--- src/rtl/trace_pkg.sv ---
// trace_pkg: shared types for the CPU trace capture block.
//   state_t     - capture FSM states (IDLE, RUN, DONE)
//   trace_rec_t - one record {pc, inst, rw, flag} at the default sample widths
//   REC_W       - width of trace_rec_t
//   CNT_W       - width of the captured/overflow counters
//   sat_inc     - saturating increment for those counters
package trace_pkg;

  localparam int CNT_W      = 8;
  localparam int PC_W_DEF   = 32;
  localparam int INST_W_DEF = 32;
  localparam int RA_W_DEF   = 5;

  typedef enum logic [1:0] {IDLE, RUN, DONE} state_t;

  // Field order matches out_data: pc sits in the MSBs.
  typedef struct packed {
    logic [PC_W_DEF-1:0]   pc;
    logic [INST_W_DEF-1:0] inst;
    logic [RA_W_DEF-1:0]   rw;
    logic                  flag;
  } trace_rec_t;

  localparam int REC_W = $bits(trace_rec_t);

  function automatic logic [CNT_W-1:0] sat_inc(input logic [CNT_W-1:0] v);
    return (&v) ? v : v + 8'd1;
  endfunction

endpackage

--- src/rtl/trace_fifo.sv ---
// trace_fifo: register-based first-word-fall-through FIFO.
//   clk, rst   - clock, asynchronous active-low reset (empties the FIFO)
//   push       - write data_in this cycle (ignored unless push_ok)
//   pop        - consume the head this cycle (ignored when empty)
//   data_in    - record to write
//   push_ok    - a push this cycle would be accepted (not full, or full with a pop)
//   empty      - no records held
//   head       - oldest record; zero while empty
// Pointers carry one extra MSB so full and empty are distinguishable
// with a plain compare; wrap-around is the natural counter overflow.
module trace_fifo #(
  parameter int W     = 70,
  parameter int DEPTH = 8
) (
  input  logic         clk,
  input  logic         rst,
  input  logic         push,
  input  logic         pop,
  input  logic [W-1:0] data_in,
  output logic         push_ok,
  output logic         empty,
  output logic [W-1:0] head
);

  localparam int AW = $clog2(DEPTH);

  logic [AW:0]  wptr, rptr;
  logic [W-1:0] mem [DEPTH];
  logic         full, do_pop, do_push;

  assign empty   = (wptr == rptr);
  assign full    = (wptr[AW] != rptr[AW]) && (wptr[AW-1:0] == rptr[AW-1:0]);
  assign do_pop  = pop && !empty;
  // A pop frees the slot in the same cycle, so a full FIFO can still take a push.
  assign push_ok = !full || do_pop;
  assign do_push = push && push_ok;

  always_ff @(posedge clk or negedge rst) begin
    if (!rst) begin
      wptr <= '0;
      rptr <= '0;
    end else begin
      if (do_push) wptr <= wptr + 1'b1;
      if (do_pop)  rptr <= rptr + 1'b1;
    end
  end

  // Storage needs no reset: the head is masked whenever the FIFO is empty.
  always_ff @(posedge clk) begin
    if (do_push) mem[wptr[AW-1:0]] <= data_in;
  end

  assign head = empty ? '0 : mem[rptr[AW-1:0]];

endmodule

--- src/rtl/cpu_trace_capture.sv ---
// cpu_trace_capture: samples the CPU top's per-cycle observation outputs
// into a record FIFO and streams them out on a valid/ready port.
//   clk, rst       - clock, asynchronous active-low reset
//   start, stop    - single-cycle pulses arming / ending a capture run
//   trace_valid    - pc_in/inst_in/rw_in/flag_in are meaningful this cycle
//   out_valid/out_ready/out_data - record stream, out_data = {pc, inst, rw, flag}
//   busy, done     - FSM is in RUN / DONE
//   captured_cnt   - records pushed this run (saturating)
//   overflow_cnt   - records dropped this run on a full FIFO (saturating)
// Optional build macro TRACE_PC_FILTER_EN: when defined, a sample is only a
// push candidate if its PC differs from the last pushed PC; repeats are
// silently skipped and counted nowhere.
module cpu_trace_capture
  import trace_pkg::*;
#(
  parameter int PC_W        = 32,
  parameter int INST_W      = 32,
  parameter int RA_W        = 5,
  parameter int DEPTH       = 8,
  parameter int NUM_CAPTURE = 16
) (
  input  logic                        clk,
  input  logic                        rst,
  input  logic                        start,
  input  logic                        stop,
  input  logic                        trace_valid,
  input  logic [PC_W-1:0]             pc_in,
  input  logic [INST_W-1:0]           inst_in,
  input  logic [RA_W-1:0]             rw_in,
  input  logic                        flag_in,
  output logic                        out_valid,
  input  logic                        out_ready,
  output logic [PC_W+INST_W+RA_W:0]   out_data,
  output logic                        busy,
  output logic                        done,
  output logic [CNT_W-1:0]            captured_cnt,
  output logic [CNT_W-1:0]            overflow_cnt
);

  localparam int RW = PC_W + INST_W + RA_W + 1;

  state_t           state, state_nx;
  logic             empty, push_ok, pop;
  logic             enter_run, pc_new, cand, push, drop, hit_limit;
  logic [CNT_W-1:0] cap_nx;

  assign enter_run = start && (state != RUN);

`ifdef TRACE_PC_FILTER_EN
  logic [PC_W-1:0] last_pc;
  logic            last_vld;

  // Only PCs that actually made it into the FIFO are remembered; a dropped
  // sample does not suppress a retry of the same PC.
  always_ff @(posedge clk or negedge rst) begin
    if (!rst) begin
      last_pc  <= '0;
      last_vld <= 1'b0;
    end else if (enter_run) begin
      last_pc  <= '0;
      last_vld <= 1'b0;
    end else if (push) begin
      last_pc  <= pc_in;
      last_vld <= 1'b1;
    end
  end

  assign pc_new = !last_vld || (pc_in != last_pc);
`else
  assign pc_new = 1'b1;
`endif

  assign pop  = out_valid && out_ready;
  assign cand = (state == RUN) && trace_valid && pc_new;
  assign push = cand && push_ok;
  assign drop = cand && !push_ok;

  // Limit test uses the post-push count so the run ends on the same edge
  // as the final push.
  assign cap_nx    = push ? sat_inc(captured_cnt) : captured_cnt;
  assign hit_limit = int'(cap_nx) >= NUM_CAPTURE;

  always_ff @(posedge clk or negedge rst) begin
    if (!rst) state <= IDLE;
    else      state <= state_nx;
  end

  always_comb begin
    state_nx = state;
    case (state)
      IDLE:    if (start) state_nx = RUN;
      RUN:     if (stop || hit_limit) state_nx = DONE;
      DONE:    if (start) state_nx = RUN;
      default: state_nx = IDLE;
    endcase
  end

  always_ff @(posedge clk or negedge rst) begin
    if (!rst) begin
      captured_cnt <= '0;
      overflow_cnt <= '0;
    end else if (enter_run) begin
      captured_cnt <= '0;
      overflow_cnt <= '0;
    end else begin
      if (push) captured_cnt <= cap_nx;
      if (drop) overflow_cnt <= sat_inc(overflow_cnt);
    end
  end

  trace_fifo #(.W(RW), .DEPTH(DEPTH)) u_fifo (
    .clk     (clk),
    .rst     (rst),
    .push    (push),
    .pop     (pop),
    .data_in ({pc_in, inst_in, rw_in, flag_in}),
    .push_ok (push_ok),
    .empty   (empty),
    .head    (out_data)
  );

  assign out_valid = !empty;
  assign busy      = (state == RUN);
  assign done      = (state == DONE);

endmodule

--- config.mk ---
export PLATFORM = sky130hd
export DESIGN_NAME = cpu_trace_capture
export DESIGN_NICKNAME = d
export VERILOG_FILES = /design/src/rtl/trace_pkg.sv /design/src/rtl/trace_fifo.sv /design/src/rtl/cpu_trace_capture.sv
export SDC_FILE = /design/constraint.sdc
export NUM_CORES = 1
export LEC_CHECK = 0
export CAP_MARGIN = 20
export CORE_ASPECT_RATIO = 2
export CORE_UTILIZATION = 53
export DETAILED_ROUTE_END_ITERATION = 10
export PLACE_DENSITY = 0.82
export SKIP_CTS_REPAIR_TIMING = 1
export SLEW_MARGIN = 30
export SYNTH_ARGS = -nofsm -noshare
export SYNTH_HDL_FRONTEND = slang
export SYNTH_HIERARCHICAL = 1
export SYNTH_SLANG_ARGS = --single-unit
--- constraint.sdc ---
create_clock -name clk -period 10.4 [get_ports clk]
set_clock_uncertainty 0.2 [all_clocks]
set_input_delay 2.08 -clock clk [delete_from_list [all_inputs] [get_ports clk]]
set_output_delay 2.08 -clock clk [all_outputs]
set_load 0.01 [all_outputs]
* Yosys cells after proc, flatten, opt, wreduce, memory -nomap -nowiden
Memories as Yosys holds them, arrays and structs flattened.
Index checks and enable logic that the tools add are counted.
** Word-level totals
- Register bits :: 26
- Input port bits :: 76
- Bits in writable memories :: 560
- Output and inout bits :: 89
- Memories kept :: 1
- Word-level logic and storage cells :: 54
** Memories
- u_fifo.mem :: words 8, bits a word 70, rd ports 1, clocked after memory_dff 0, write ports 1, line trace_fifo.sv:28 : logic [W-1:0] mem [DEPTH];
** Cells by class
- Mux-type cells :: 13
- $add $sub $neg :: 4
- Reduce and logical (&&, ||, !) cells :: 21
- Eq/ne operators :: 9
- Order comparisons :: 1
** Operator list (count)
- 70-bit two-way mux :: 1
- 8-bit two-way mux :: 7
- 8-bit by 1-bit adder with 8-bit output (second input constant) :: 2
- 8-bit AND reduction :: 2
- 4-bit by 1-bit adder with 4-bit output (second input constant) :: 2
- 8-bit by 5-bit greater-or-equal comparator with 1-bit output (second input constant) :: 1
- 1-bit logical AND :: 8
- 2-bit by 1-bit inequality test with 1-bit output (second input constant) :: 3
- 4-bit == test :: 1
- 2-bit two-way mux :: 2
- 2-bit one-hot mux with 2 select lines :: 1
- 2-bit AND reduction :: 2
- 2-bit nonzero test :: 2
- 3-bit == test :: 1
- 1-bit zero test :: 3
- 2-bit by 1-bit == test with 1-bit output (second input constant) :: 1
- 2-bit == test (second input constant) :: 1
- 2-bit zero test :: 1
- 1-bit logical OR :: 2
- 1-bit two-way mux :: 2
- 2-bit inequality test (second input constant) :: 1
- 2-bit OR reduction :: 1
- 1-bit inequality test :: 1

* Longest topological paths before layout
- Word-level depth :: 11
- Gate-level depth with buffers :: 14

* By module
Netlist, hierarchy kept.
** Modules (own cells, without submodules)
- trace_fifo :: cells each 943, times used 1, area an instance 21750.9 um^2, seq. area each 17016.3 um^2
- cpu_trace_capture :: cells each 109, times used 1, area an instance 1036.0 um^2, seq. area each 450.4 um^2

* Worst setup path before layout
Ideal clock, no wire load.
- Kind :: input -> register
- From :: in out_ready
- To :: mem u_fifo.mem[3][0], enable pin
- Setup slack :: -0.892 ns
- Path buffers :: 1
- Stages :: 8
- Data arrival time :: 10.397 ns
- Data required time :: 9.505 ns
- Cells stage by stage :: nor2b_1 > buf_1 > nor3_1 > inv_1 > nand4b_2 > inv_2 > nand2_1 > nor4b_1
** Between the ends
- Word-level cells in the longest chain between the ends :: 7
** RTL lines
- start: declaration :: line cpu_trace_capture.sv:32 : input logic out_ready,
- 1-bit logical AND :: line cpu_trace_capture.sv:73 : assign pop = out_valid && out_ready;
- 1-bit logical AND :: line trace_fifo.sv:33 : assign do_pop = pop && !empty;
- 1-bit logical OR :: line trace_fifo.sv:35 : assign push_ok = !full || do_pop;
- named net push_ok :: line cpu_trace_capture.sv:43 : logic empty, push_ok, pop;
- 1-bit logical AND :: line cpu_trace_capture.sv:75 : assign push = cand && push_ok;
- named net push :: line cpu_trace_capture.sv:44 : logic enter_run, pc_new, cand, push, drop, hit_limit;
- 1-bit logical AND :: line trace_fifo.sv:36 : assign do_push = push && push_ok;
- 1-bit two-way mux :: line trace_fifo.sv:50 : if (do_push) mem[wptr[AW-1:0]] <= data_in;
- 1-bit two-way mux (not written as such) :: line trace_fifo.sv:50
- end: declaration :: line trace_fifo.sv:28
The timed path passes the listed nets, and every way through them passes these cells.

* Worst setup path in the final report
- From :: reg u_fifo.rptr[1]
- To :: out out_data[25]
** Between the ends
- Word-level cells in the longest chain between the ends :: 2
- Elaborated cells between the ends (all ways) :: 3
- Classes of those cells :: eq/ne (1); mux (1); memory (1)
** RTL lines
- start: declaration :: line trace_fifo.sv:27 : logic [AW:0] wptr, rptr;
- start signal: assignment :: line trace_fifo.sv:44 : if (do_pop) rptr <= rptr + 1'b1;
- memory 8 x 70 bit or 4-bit == test (tied branches)
- 70-bit two-way mux (*) :: line trace_fifo.sv:53 : assign head = empty ? '0 : mem[rptr[AW-1:0]];
- end: declaration :: line cpu_trace_capture.sv:33 : output logic [PC_W+INST_W+RA_W:0] out_data,
Mark *: on every way between the ends. The rest lies on a longest branch, timed or not.

==> summary.md <==
| Metric | Value |
|---|---|
| Status | `complete, no violations` |
| Combinational family with the most area after synthesis | `multiplexers` |
| Post-Synth Simple-Gate Area | `0.0311` |
| Top_reg_cell synth | `edfxtp_1` |
| DR DRC count | `0` |
| CP Data Arrival Time | `4.35 ns` |
| Layout cell share with drive strength beyond 1 | `0.193` |
| Final WL | `47300 um` |
| Post-route setup TNS | `0 ns` |
| Top-area cell type share of the netlist area | `0.738` |
| Mapped cell area | `0.0228 mm2` |
| Slew @ Worst Pin | `between 0.9 and 1 ns` |
| Sequential share of the synthesized area | `0.767` |
| Delay-heaviest family, CP | `buffers and inverters` |
| Clock-pin slew on the worst setup and hold paths | `0.07 ns` |
| Most frequent cell after synthesis | `edfxtp_1` |
| Crit path max fanout | `63` |
| Most frequent cells after synthesis | `560 x edfxtp_1, 140 x mux4_2, 84 x nor2_1` |
| Synth Instances | `roughly 1100` |
| Rel. slew slack | `0.369` |
| Std cell rows | `107` |
| I/O Pins | `approximately 170` |
| Die area | `0.0439 mm2` |
| Fin area | `0.0266 mm2` |
| Initial antenna violation count | `2` |
| Synth Area per Inst | `21.7 um2` |
| Max cap viols | `0` |
| Post-synth EDFFs | `560` |
| Pwr Density | `268 mW/mm2` |
| Final hold vios | `0` |
| Hold_ws | `0.370 ns` |
| CP Cell Sequence | `buf_4 > buf_4 > mux4_2 > mux2i_1 > nor2_1 > clkdlybuf4s50_1` |
| CP required | `8.12 ns` |
| Ranking of synthesized cells by area | `edfxtp_1 74%, mux4_2 14%, mux2i_1 3.2%, dfrtp_1 2.9%, nor2_1 1.4%` |
| Critical path's slowest cell | `buf_4` |
| Routed len/inst | `approximately 26 um` |
| Fin nets | `1305` |
| Peak supply drop | `about 0.17 mV` |
| Flops & latches, synth | `586` |
| Synth Area in XOR/XNOR | `0.00461` |
| Number of library cell types mapped by synthesis | `51` |
| Avg Vias per Cell | `6.05` |
| Post-synth ARST share | `0.0444` |
| Synth Area in Compound Gates | `0.00911` |
| Core area | `0.0424 mm2` |
| Max Clk Rate | `0.151 GHz` |
| Grt ovf | `0` |
| Max incr delay on CP | `0.79 ns` |
| CP startpoint kind | `flip-flop` |
| Lkg Pwr | `8.65 nW` |
| Crit-path most repeated cell | `buf_4` |
| WP buf/inv | `3` |
| Cell taking the most area after synthesis | `edfxtp_1` |
| RSZ-0062 raised after global routing | `false` |
| Final setup violating endpoints | `0` |
| Die X-Extent | `around 150 um` |
| Layout Utilization | `0.628` |
| Multiplexer area fraction after synthesis | `0.172` |
| DRT iter0 DRCs | `between 700 and 800` |
| HPWL after detailed placement | `26000 um` |
| Clk buf depth | `3` |
| First-pass GRT wire length | `roughly 71000 um` |
| Slew Limit Fails | `0` |
| Syn. warnings | `6` |
| ANT nets after route | `0` |
| Pre-CTS worst setup slack | `4.12 ns` |
| CTS tree | `yes` |
| 1st-pass router iterations | `5` |
| Overall global routing resource usage | `0.222` |
| Largest net degree at the start of global routing | `108` |
| Clk Latency, worst-skew pair | `0.55 ns` |
| Synth Area in Adders | `0.00220` |
| Starting Density | `0.537` |
| Critical path class | `flip-flop to output pin` |
| Num CTS Buffers | `44` |
| Number of port buffers | `approximately 160` |
| Vias in the first global route | `roughly 12000` |
| Placement Cell Area | `0.0250 mm2` |
| Final worst path period share | `0.637` |
| Syn_nets | `between 1000 and 1500` |
| Die height | `295 um` |
| Worst setup EP type | `output pin` |
| Layout area overhead | `16.9%` |
| Clock root cell | `clkbuf_16` |
| Multi-input gate area | `0.00508 mm2` |
| Fin crit period | `6.63 ns` |
| GP Congestion | `0.790` |
| Vias post-DR | `10900` |
| Setup ws final | `3.77 ns` |
| H-tree depth | `2` |
| Type of the most critical hold path | `flip-flop to flip-flop` |
| Clock sinks | `around 600` |
| Seq. cell area | `0.0175 mm2` |
| FILL cells | `2715` |
## worst register-to-register path: cells and delay by family (launching register included)
kind / cells / cell delay (ns)
buffers and inverters: 3 / 1.14
xor gates and xnor gates: 1 / 0.24
DFF: 1 / 0.94
and+or+nand+nor: 6 / 2.45
## per-stage QoR
stage               std cells  power, mW
finish                   1804       7.13
floorplan                1052       4.35
CTS                      1801       7.19
global route             1804       7.41
global placement         1722       5.30
detailed placement       1722       5.34
## worst paths after layout
kind | startpoint | to | slack (ns) | depth (start not counted)
hold / removal | overflow_cnt[1] | overflow_cnt[1] | 0.37 | 2
setup reg to reg | u_fifo/rptr[0] | u_fifo/mem[4][33] | 4.93 | 10
max in group asynchronous | rst | u_fifo/rptr[1] | 8.02 | 2
setup / recovery | u_fifo/rptr[1] | out_data[25] | 3.77 | 6
hold reg to reg | overflow_cnt[1] | overflow_cnt[1] | 0.37 | 2
min in group asynchronous | rst | captured_cnt[0] | 1.70 | 2
## registers in the layout, summed over array words and instances, names as in the netlist
signal        flops
u_fifo/mem      560
captured_cnt      8
overflow_cnt      8
u_fifo/rptr       4
u_fifo/wptr       4
state             2
## power by group
group | switching [mW] | internal [mW] | total [mW]
Sequential | 0.168 | 2.75 | 2.92
Combinational | 1.14 | 1.25 | 2.39
Clock | 0.759 | 1.07 | 1.83
## layer usage
layer,routed length [um],part of all wire,global-route usage
met5,17,0.00036,0
met1,16600,0.35,0.262
met4,2030,0.043,0.100
met3,2770,0.059,0.0330
met2,25900,0.55,0.399
## cell usage in the layout, fill, tap and decap left out, types with 6 or more instances in the layout
cell / instances
edfxtp_1: 560
clkdlybuf4s50_1: 164
mux4_2: 140
nor2_1: 82
mux2i_1: 73
clkbuf_16: 45
dfrtp_1: 23
nand2_1: 13
bufinv_16: 11
buf_4: 11
xnor2_1: 8
clkinv_1: 8
clkbuf_1: 7
nor2b_1: 6
nand3_1: 6
## logic make-up (layout without fill, tap and decap cells)
kind of cell	count (synthesis)	after routing
DFF	586	586
muxes	215	215
and+or+nand+nor	147	147
buffers and inverters	60	266
AOI/OAI and AO/OA	28	28
xor gates and xnor gates	12	12
adders and majority gates	4	4
other	0	1
## layout make-up
class,instances,area share
antenna,1,0.0000939
clock buffer,52,0.0432
clock inverter,27,0.0153
inverter,6,0.000845
multi-input combinational,406,0.191
sequential,586,0.656
tap,545,0.0256
timing repair buffer,181,0.0685
Power figures use the tool's default switching activity.
